==> src/rtl/word_align_pkg.sv <==
// Shared types and sizing helpers for the word-alignment controller.
package word_align_pkg;

  typedef enum logic [2:0] {
    ST_IDLE,
    ST_CHECK,
    ST_SLIP,
    ST_WAIT,
    ST_LOCKED,
    ST_FAIL
  } state_t;

  // Bits needed to hold values 0..max_val; never less than one bit.
  function automatic int unsigned cnt_w(input int unsigned max_val);
    return (max_val < 1) ? 1 : $clog2(max_val + 1);
  endfunction

  function automatic int unsigned max2(input int unsigned a, input int unsigned b);
    return (a > b) ? a : b;
  endfunction

endpackage

==> src/rtl/word_align_timer.sv <==
// Loadable down-counter; done_o is high while the count sits at zero.
module word_align_timer #(
  parameter int unsigned W = 4
) (
  input  logic         clk_i,
  input  logic         rst_i,
  input  logic         load_i,
  input  logic [W-1:0] load_val_i,
  output logic         done_o
);

  logic [W-1:0] cnt_q;

  always_ff @(posedge clk_i) begin
    if (rst_i) begin
      cnt_q <= '0;
    end else if (load_i) begin
      cnt_q <= load_val_i;
    end else if (cnt_q != '0) begin
      cnt_q <= cnt_q - 1'b1;
    end
  end

  assign done_o = (cnt_q == '0);

endmodule

==> src/rtl/word_align_ctrl.sv <==
// Word-boundary alignment initiator: slips the divider until the training
// pattern is seen MATCH_CNT times in a row, or gives up after MAX_SLIPS.
module word_align_ctrl
  import word_align_pkg::*;
#(
  parameter int unsigned       DATA_W    = 8,
  parameter logic [DATA_W-1:0] PATTERN   = 8'h5C,
  parameter int unsigned       MATCH_CNT = 16,
  parameter int unsigned       PULSE_W   = 2,
  parameter int unsigned       SLIP_WAIT = 8,
  parameter int unsigned       MAX_SLIPS = 16,
  parameter int unsigned       LOSS_CNT  = 4
) (
  input  logic                             CLKI,
  input  logic                             RST,
  input  logic                             START,
  input  logic [DATA_W-1:0]                DATAIN,
  output logic                             ALIGNWD,
  output logic                             LOCKED,
  output logic                             FAIL,
  output logic                             BUSY,
  output logic [$clog2(MAX_SLIPS+1)-1:0]   SLIP_CNT
);

  localparam int unsigned SW = $clog2(MAX_SLIPS + 1);
  localparam int unsigned MW = cnt_w(MATCH_CNT);
  localparam int unsigned LW = cnt_w(LOSS_CNT);
  localparam int unsigned TW = cnt_w(max2(PULSE_W, SLIP_WAIT));

  localparam logic [MW-1:0] MATCH_LAST = MW'(MATCH_CNT - 1);
  localparam logic [LW-1:0] LOSS_LAST  = LW'(LOSS_CNT - 1);
  localparam logic [SW-1:0] SLIP_MAX   = SW'(MAX_SLIPS);
  localparam logic [TW-1:0] PULSE_LD   = TW'(PULSE_W - 1);
  localparam logic [TW-1:0] WAIT_LD    = TW'(SLIP_WAIT - 1);

  state_t          state_q;
  logic [MW-1:0]   match_cnt_q;
  logic [LW-1:0]   loss_cnt_q;
  logic [SW-1:0]   slip_cnt_q;
  logic            alignwd_q;
  logic            locked_q;
  logic            fail_q;
  logic            busy_q;

  logic            word_ok;
  logic            tmr_load;
  logic [TW-1:0]   tmr_val;
  logic            tmr_done;

  assign word_ok = (DATAIN == PATTERN);

  // Timer is loaded on the same edge that enters SLIP or WAIT, so the load
  // decision is taken from the current state rather than a registered copy.
  always_comb begin
    tmr_load = 1'b0;
    tmr_val  = PULSE_LD;
    case (state_q)
      ST_CHECK: begin
        if (!word_ok && (slip_cnt_q != SLIP_MAX)) begin
          tmr_load = 1'b1;
          tmr_val  = PULSE_LD;
        end
      end
      ST_SLIP: begin
        if (tmr_done) begin
          tmr_load = 1'b1;
          tmr_val  = WAIT_LD;
        end
      end
      default: ;
    endcase
  end

  word_align_timer #(
    .W (TW)
  ) u_timer (
    .clk_i      (CLKI),
    .rst_i      (RST),
    .load_i     (tmr_load),
    .load_val_i (tmr_val),
    .done_o     (tmr_done)
  );

  always_ff @(posedge CLKI) begin
    if (RST) begin
      state_q     <= ST_IDLE;
      match_cnt_q <= '0;
      loss_cnt_q  <= '0;
      slip_cnt_q  <= '0;
      alignwd_q   <= 1'b0;
      locked_q    <= 1'b0;
      fail_q      <= 1'b0;
      busy_q      <= 1'b0;
    end else begin
      case (state_q)
        ST_IDLE: begin
          if (START) begin
            state_q     <= ST_CHECK;
            match_cnt_q <= '0;
            slip_cnt_q  <= '0;
            busy_q      <= 1'b1;
          end
        end
        ST_CHECK: begin
          if (word_ok) begin
            if (match_cnt_q == MATCH_LAST) begin
              state_q     <= ST_LOCKED;
              match_cnt_q <= '0;
              loss_cnt_q  <= '0;
              locked_q    <= 1'b1;
              busy_q      <= 1'b0;
            end else begin
              match_cnt_q <= match_cnt_q + 1'b1;
            end
          end else begin
            match_cnt_q <= '0;
            if (slip_cnt_q == SLIP_MAX) begin
              state_q <= ST_FAIL;
              fail_q  <= 1'b1;
              busy_q  <= 1'b0;
            end else begin
              state_q    <= ST_SLIP;
              slip_cnt_q <= slip_cnt_q + 1'b1;
              alignwd_q  <= 1'b1;
            end
          end
        end
        ST_SLIP: begin
          if (tmr_done) begin
            state_q   <= ST_WAIT;
            alignwd_q <= 1'b0;
          end
        end
        ST_WAIT: begin
          if (tmr_done) begin
            state_q     <= ST_CHECK;
            match_cnt_q <= '0;
          end
        end
        ST_LOCKED: begin
          if (START || (!word_ok && (loss_cnt_q == LOSS_LAST))) begin
            state_q     <= ST_CHECK;
            match_cnt_q <= '0;
            loss_cnt_q  <= '0;
            slip_cnt_q  <= '0;
            locked_q    <= 1'b0;
            busy_q      <= 1'b1;
          end else if (!word_ok) begin
            loss_cnt_q <= loss_cnt_q + 1'b1;
          end else begin
            loss_cnt_q <= '0;
          end
        end
        ST_FAIL: begin
          if (START) begin
            state_q     <= ST_CHECK;
            match_cnt_q <= '0;
            slip_cnt_q  <= '0;
            fail_q      <= 1'b0;
            busy_q      <= 1'b1;
          end
        end
        default: begin
          state_q <= ST_IDLE;
        end
      endcase
    end
  end

  assign ALIGNWD  = alignwd_q;
  assign LOCKED   = locked_q;
  assign FAIL     = fail_q;
  assign BUSY     = busy_q;
  assign SLIP_CNT = slip_cnt_q;

endmodule

==> config.mk <==
export PLATFORM = sky130hd
export DESIGN_NAME = word_align_ctrl
export DESIGN_NICKNAME = d
export VERILOG_FILES = /design/src/rtl/word_align_pkg.sv /design/src/rtl/word_align_timer.sv /design/src/rtl/word_align_ctrl.sv
export SDC_FILE = /design/constraint.sdc
export NUM_CORES = 1
export LEC_CHECK = 0
export CAP_MARGIN = 20
export CORE_MARGIN = 4
export CORE_UTILIZATION = 59
export DETAILED_ROUTE_END_ITERATION = 6
export HOLD_SLACK_MARGIN = 0.15
export PLACE_DENSITY_LB_ADDON = 0.15
export SKIP_LAST_GASP = 1
export SYNTH_ARGS = -nofsm -noshare
export SYNTH_HDL_FRONTEND = slang
export SYNTH_HIERARCHICAL = 1
export SYNTH_SLANG_ARGS = --single-unit
==> constraint.sdc <==
create_clock -name CLKI -period 3.18 [get_ports CLKI]
set_input_delay 0.636 -clock CLKI [delete_from_list [all_inputs] [get_ports CLKI]]
set_output_delay 0.636 -clock CLKI [all_outputs]
set_load 0.02 [all_outputs]
==> results of run 1 <==
-- stage by stage --
stage / hold WS, ns / instances / area [µm²] / setup WS, ns / utilization (%)
finish: 0.4646 / 217 / 1765 / 0.8889 / 71.26
detailed placement: 0.4461 / 213 / 1713 / 0.5648 / 69.14
floorplan: 0.4217 / 171 / 1530 / 1.114 / -
global placement: 0.4329 / 213 / 1713 / 0.6492 / 69.14
CTS: 0.4648 / 217 / 1765 / 0.8983 / 71.26
global route: 0.4825 / 217 / 1765 / 0.8189 / 71.26
-- worst max-delay path by stage --
stage,startpoint,end,slack [ns],cells after the start
after global placement,DATAIN[0],u_timer/cnt_q[3]$_SDFFE_PP0P_,0.65,6
final,DATAIN[0],u_timer/cnt_q[3]$_SDFFE_PP0P_,0.89,6
after global routing,u_timer/cnt_q[0]$_SDFFE_PP0P_,u_timer/cnt_q[3]$_SDFFE_PP0P_,0.82,7
after detailed placement,DATAIN[0],u_timer/cnt_q[3]$_SDFFE_PP0P_,0.56,6
after CTS,DATAIN[0],u_timer/cnt_q[3]$_SDFFE_PP0P_,0.90,6
after floorplan,DATAIN[0],u_timer/cnt_q[3]$_SDFFE_PP0P_,1.11,5
-- cell type report --
cell class / count / area, µm² / area share [%]
clock buffers: 3 / 22.52 / 1.276
clock inverters: 1 / 30.03 / 1.701
inverters: 7 / 26.28 / 1.488
multi-input cells: 132 / 970.9 / 55.00
flip-flops and latches: 24 / 480.5 / 27.21
well taps: 30 / 37.54 / 2.126
repair buffers: 20 / 197.7 / 11.20
-- state kept, by name, indices dropped and copies added, names as in the netlist --
name and count:
ALIGNWD 1, BUSY 1, FAIL 1, LOCKED 1, SLIP_CNT 5, loss_cnt_q 3
match_cnt_q 5, state_q 3, u_timer/cnt_q 4
-- cells by family after synthesis --
| logic type | after synthesis | synth area share, % |
|---|---|---|
| xor gates and xnor gates | 3 | 1.717 |
| and+or+nand+nor | 68 | 30.09 |
| adders and majority gates | 6 | 4.906 |
| other | 2 | 0.4908 |
| DFF | 24 | 31.40 |
| AOI/OAI and AO/OA | 51 | 24.86 |
| buffers and inverters | 15 | 5.151 |
| muxes | 2 | 1.390 |
-- Yosys cell counts (2+ instances only) --
master / n
buf_6: 2
inv_1: 6
or2_1: 2
or2_2: 2
a311oi_1: 4
nor3_2: 2
conb_1: 2
a21oi_1: 10
clkbuf_1: 2
o22ai_1: 4
xnor2_1: 3
nor2_1: 10
a21o_1: 2
a211oi_1: 4
a21oi_2: 2
dfxtp_1: 24
buf_2: 3
a41oi_1: 3
ha_1: 6
o21ai_0: 8
or3b_2: 2
nand3_1: 7
nor3b_4: 2
nor3_1: 5
nand4bb_1: 2
nand2b_1: 8
nor2b_1: 4
nand2_1: 9
-- report_power, final --
part           total (mW)  leakage (nW)  internal [mW]  switching (mW)
sequential          0.420         0.195          0.348          0.0727
combinational       0.537         0.375          0.267           0.270
clock               0.222        0.0279          0.127          0.0946
total                1.18         0.598          0.742           0.437
-- per-layer routing --
layer / vias to the layer above / part of all wire (%)
li1: 668 / -
met1: 603 / 47
met2: 26 / 48
met3: 4 / 4.1
met4: 0 / 0.73
met5: - / 0
-- worst max-delay path: stages --
cell and delay, ns:
clkdlybuf4s50_1 0.39, nand4bb_1 0.27, o211a_4 0.32, or2_2 0.33
or2_2 0.33, o32ai_1 0.24
==> run_results.csv, run 1 <==
group,metric,value,unit
pwr,cellPowerDensity,668.1,mW/mm²
sta,setup_viol,0,
run,drv_cap,0,
synthesis,yosysSeqAreaShare,31.40,%
place,port-buffer-count,19,
sta,rsz0062_at_grt,"false",
critical_path,required,3.41,ns
floorplanning,die_h,58.93,µm
synthesis,syn_nets,188,
clock_tree,cts-root-buf,"clkbuf_4",
sta,maxSlewViolCount,0,
pwr,p_leak,0.5980,nW
synthesis,syn_area,0.001530,mm²
grt,grt.met1_usage,27.69,%
synthesis,yosysUniqueCellTypes,59,
synthesis,yosys.area.top_type,"dfxtp_1",
drt,first_iter_violations,64,
floorplanning,core_area,0.002477,mm²
drt,dr_total_vias,1301,
critical_path,worst_setup_path_start_kind,"input pin",
clock_tree,holdBufCountCts,0,
clock_tree,cts_num_sinks,24,
clock_tree,insertion_delay,0.32,ns
floorplanning,dieArea,0.003472,mm²
sta,fin_crit,2.291,ns
grt,antenna_found_initial,0,
clock_tree,post_cts_resized,0,
critical_path,r2r-end,"u_timer/cnt_q[3]$_SDFFE_PP0P_",
clock_tree,clk_pin_slew,0.14,ns
synthesis,yosys-top-cells-area,"dfxtp_1 (31%), ha_1 (4.9%), a21oi_1 (3.3%), nand2b_1 (3.3%), o21ai_0 (2.6%)",
floorplanning,fp-row-count,18,
place,hpwl,2.356,mm
grt,grt_busiest_layer,"met2",
grt,gr-usage-met2,33.75,%
sta,hold_viol,0,
layout,nNetsFinal,205,
layout,drive_above_1_share,13.90,%
synthesis,synth-edff-count,0,
critical_path,r2r-start,"SLIP_CNT[0]$_SDFFE_PP0P_",
sta,worst_pin_slew,0.6233,ns
grt,grt_pass1_wl,5.602,mm
clock_tree,cts-buffers-inserted,3,
clock_tree,clockBufferDepth,2,
layout,fillers,208,
grt,grt_util_met3,2.632,%
sta,fmax,436.5,MHz
critical_path,rrSetupSlack,1.00,ns
critical_path,end_kind,"flip-flop",
grt,grt_pass1_vias,1264,
critical_path,path_class,"in -> reg",
grt,globalRouteTotalUtil,20.72,%
pwr,irDropWorstVdd,0.0004501,V
clock_tree,h-tree-depth,1,
critical_path,cp_max_fo,8,
synthesis,synthCells,171,
grt,overflow,0,
sta,finalCritPeriodShare,72.05,%
sta,relSlewSlack,57.86,%
layout,syn_to_final_growth,15.37,%
synthesis,synth_top_flop_cell,"dfxtp_1",
hold_path,min_path_type,"reg -> reg",
critical_path,ff2ff_path_depth,7,
grt,grt_max_degree,16,
hold_path,min_delay_worst_endpoint,"match_cnt_q[4]$_SDFFE_PP0P_",
drt,drc,0,
synthesis,ys_ff_latch,24,
pwr,total_power,1.180,mW
sta,fin_skew,0.006302,ns
drt,avgViaCountPerCell,5.995,
floorplanning,num_io_pins,20,
drt,firstDrtPassIters,4,
synthesis,ys_warn_count,6,
layout,n_antenna_cell,0,
floorplanning,die_w,58.93,µm
hold_path,hold_start,"match_cnt_q[4]$_SDFFE_PP0P_",
hold_path,hold_depth,2,
clock_tree,cts_tree,"done",
critical_path,crit_arrival,2.53,ns
drt,ant_nets,0,
drt,wl_per_cell,14.59,µm
synthesis,synth_top_area_share,31.40,%
clock_tree,postCtsSetupBuffers,0,
place,place_congestion,0.8371,
layout,final_cell_mix,"dfxtp_1 (24), clkdlybuf4s50_1 (19), nor2_1 (10), a21oi_1 (10), nand2_1 (9)",
synthesis,synthArstFlopShare,0,%
drt,wl,3.165,mm
floorplanning,initial_core_util,61.77,%
run_status,status,"complete, no violations",
sta,finalSetupTns,0,ns
synthesis,postSynthAreaPerCell,8.949,µm²
layout,final_common_cell,"dfxtp_1",
Note: power is estimated with default switching activity, not from simulation.
==> run 2, diff against run 1 <==
--- a/config.mk
+++ b/config.mk
@@ -7,7 +7,7 @@
 export LEC_CHECK = 0
 export CAP_MARGIN = 20
 export CORE_MARGIN = 4
-export CORE_UTILIZATION = 59
+export CORE_UTILIZATION = 49
 export DETAILED_ROUTE_END_ITERATION = 6
 export HOLD_SLACK_MARGIN = 0.15
 export PLACE_DENSITY_LB_ADDON = 0.15
==> constraint.sdc (replaced) <==
create_clock -name CLKI -period 1.9 [get_ports CLKI]
set_input_delay 0.38 -clock CLKI [delete_from_list [all_inputs] [get_ports CLKI]]
set_output_delay 0.38 -clock CLKI [all_outputs]
set_load 0.02 [all_outputs]
==> run 2 against run 1 <==
Sequential share of layout area is 3.7 points lower. Non-clock buffer count is 27 higher. Critical path type unchanged. Worst hold slack better by 0.0052 ns. Critical endpoint unchanged. Cell count is 19% higher.
==> run_results.csv, run 2 (synthesized netlist as in run 1, its figures left out) <==
group,metric,value,unit
grt,grt_pass1_wl,6.051,mm
pwr,p_clk_share,16.4,%
critical_path,crit_arrival,2.08,ns
critical_path,path_class,"in -> reg",
floorplanning,num_io_pins,20,
place,hpwl,2.745,mm
floorplanning,dieArea,0.004081,mm²
pwr,p_leak,0.7471,nW
clock_tree,clk_pin_slew,0.14,ns
drt,wl,3.702,mm
drt,dr_total_vias,1426,
pwr,p_int,1.468,mW
critical_path,required,2.15,ns
drt,wl_per_cell,14.35,µm
clock_tree,insertion_delay,0.32,ns
grt,grt_max_degree,16,
critical_path,cp_max_fo,3,
layout,syn_to_final_growth,35.81,%
sta,fmax,544.8,MHz
place,dp_cells,254,
drt,firstDrtPassIters,4,
layout,final_common_cell,"buf_4",
sta,hold_viol,0,
drt,first_iter_violations,36,
pwr,swShare,36.47,%
place,place_congestion,0.8197,
place,port-buffer-count,19,
hold_path,hold_depth,2,
clock_tree,clockBufferDepth,2,
critical_path,r2r-end,"state_q[2]$_SDFFE_PP0P_",
critical_path,r2r-start,"u_timer/cnt_q[1]$_SDFFE_PP0P_",
floorplanning,die_w,63.88,µm
sta,finalCritPeriodShare,96.60,%
layout,n_antenna_cell,0,
hold_path,min_delay_worst_endpoint,"match_cnt_q[4]$_SDFFE_PP0P_",
place,placed_area,0.001952,mm²
pwr,p_seq_share,30.6,%
clock_tree,cts_num_sinks,24,
floorplanning,fp-row-count,20,
clock_tree,cts-root-buf,"clkbuf_4",
hold_path,hold_start,"match_cnt_q[4]$_SDFFE_PP0P_",
run_status,status,"complete, no violations",
floorplanning,die_h,63.88,µm
grt,overflow,0,
clock_tree,cts-buffers-inserted,3,
pwr,cellPowerDensity,1112,mW/mm²
clock_tree,h-tree-depth,1,
sta,maxSlewViolCount,0,
grt,grt_pass1_vias,1365,
sta,fin_skew,0.008393,ns
sta,setup_viol,0,
floorplanning,core_area,0.003028,mm²
grt,globalRouteTotalUtil,18.51,%
critical_path,end_kind,"flip-flop",
drt,ant_nets,0,
clock_tree,cts_tree,"done",
critical_path,ff2ff_path_depth,9,
floorplanning,initial_core_util,50.54,%
critical_path,worst_setup_path_start_kind,"input pin",
pwr,pwr-share-comb,53.1,%
pwr,irDropWorstVdd,0.0005771,V
hold_path,min_path_type,"reg -> reg",
layout,final_cell_mix,"buf_4 (28), clkdlybuf4s50_1 (19), dfxtp_1 (18), nor2_1 (10), a21oi_1 (10)",
layout,layout.cells.non_filler,258,
layout,drive_above_1_share,32.71,%
sta,fin_crit,1.835,ns
grt,antenna_found_initial,0,
drt,drc,0,
drt,avgViaCountPerCell,5.527,
critical_path,startpoint,"DATAIN[3]",
pwr,power_switching,0.8431,mW
run,drv_cap,0,
critical_path,rrSetupSlack,0.09,ns
layout,final_cell_area,0.002078,mm²
layout,nNetsFinal,232,
[run 2: cell count changes in the layout (fill, tap and decap cells not counted), sizes merged]
cell  change
buf      +27
[run 2: stage by stage]
step / hold WS, ns / setup TNS (ns) / total power, mW / utilization (%) / setup slack, ns
global route: 0.4947 / -0.05929 / 2.479 / 68.64 / -0.03842
global placement: 0.4301 / -3.691 / 1.786 / 64.46 / -0.2612
detailed placement: 0.4522 / -4.757 / 1.823 / 64.46 / -0.4000
finish: 0.4698 / 0 / 2.312 / 68.64 / 0.06456
floorplan: 0.4217 / 0 / 1.433 / - / 0.02218
CTS: 0.4706 / 0 / 2.229 / 67.07 / 0.007391
[run 2: what timing repair did]
item                       in CTS  in global routing
resized for setup               4                 14
pin swaps                       0                  6
setup endpoints to repair       2                 12
hold buffers                    0                  0
buffers inserted                0                  0
[run 2: worst max-delay path by stage]
stage                                               end  slack, ns  cells after the start
final                     u_timer/cnt_q[3]$_SDFFE_PP0P_       0.06                      6
after global routing            state_q[2]$_SDFFE_PP0P_      -0.04                      9
after CTS                       state_q[0]$_SDFFE_PP0P_      0.007                      9
after detailed placement  u_timer/cnt_q[3]$_SDFFE_PP0P_      -0.40                      6
after global placement    u_timer/cnt_q[3]$_SDFFE_PP0P_      -0.26                      6
after floorplan           u_timer/cnt_q[3]$_SDFFE_PP0P_       0.02                      7
[run 2: power by group through the flow]
stage | clock network (mW) | registers, mW | logic (mW)
after floorplan | 0 | 0.695 | 0.738
after global placement | 0 | 0.700 | 1.09
after detailed placement | 0 | 0.708 | 1.11
after CTS | 0.388 | 0.698 | 1.14
after global routing | 0.416 | 0.723 | 1.34
final | 0.378 | 0.707 | 1.23
[run 2: final cells by class]
| type | count | area [µm²] |
|---|---|---|
| Multi-Input combinational cell | 132 | 1056 |
| Fill cell | 264 | 949.7 |
| Sequential cell | 24 | 488.0 |
| Timing Repair Buffer | 47 | 400.4 |
| Tap cell | 44 | 55.05 |
| Clock inverter | 1 | 30.03 |
| Inverter | 7 | 26.28 |
| Clock buffer | 3 | 22.52 |
[run 2: routing by layer]
metal | vias to the layer above | routed length [µm] | GRT usage [%] | part of all wire [%]
li1 | 718 | - | - | -
met1 | 673 | 1734 | 23.23 | 47
met2 | 29 | 1803 | 31.35 | 49
met3 | 6 | 114 | 2.988 | 3.1
met4 | 0 | 49 | 7.278 | 1.3
met5 | - | 0 | 0 | 0
[run 2: critical path, stage by stage]
cell and delay (ns):
clkdlybuf4s50_1 0.53, nand4bb_4 0.15, o211a_4 0.26, or2_4 0.23
or2_4 0.27, o32ai_4 0.27
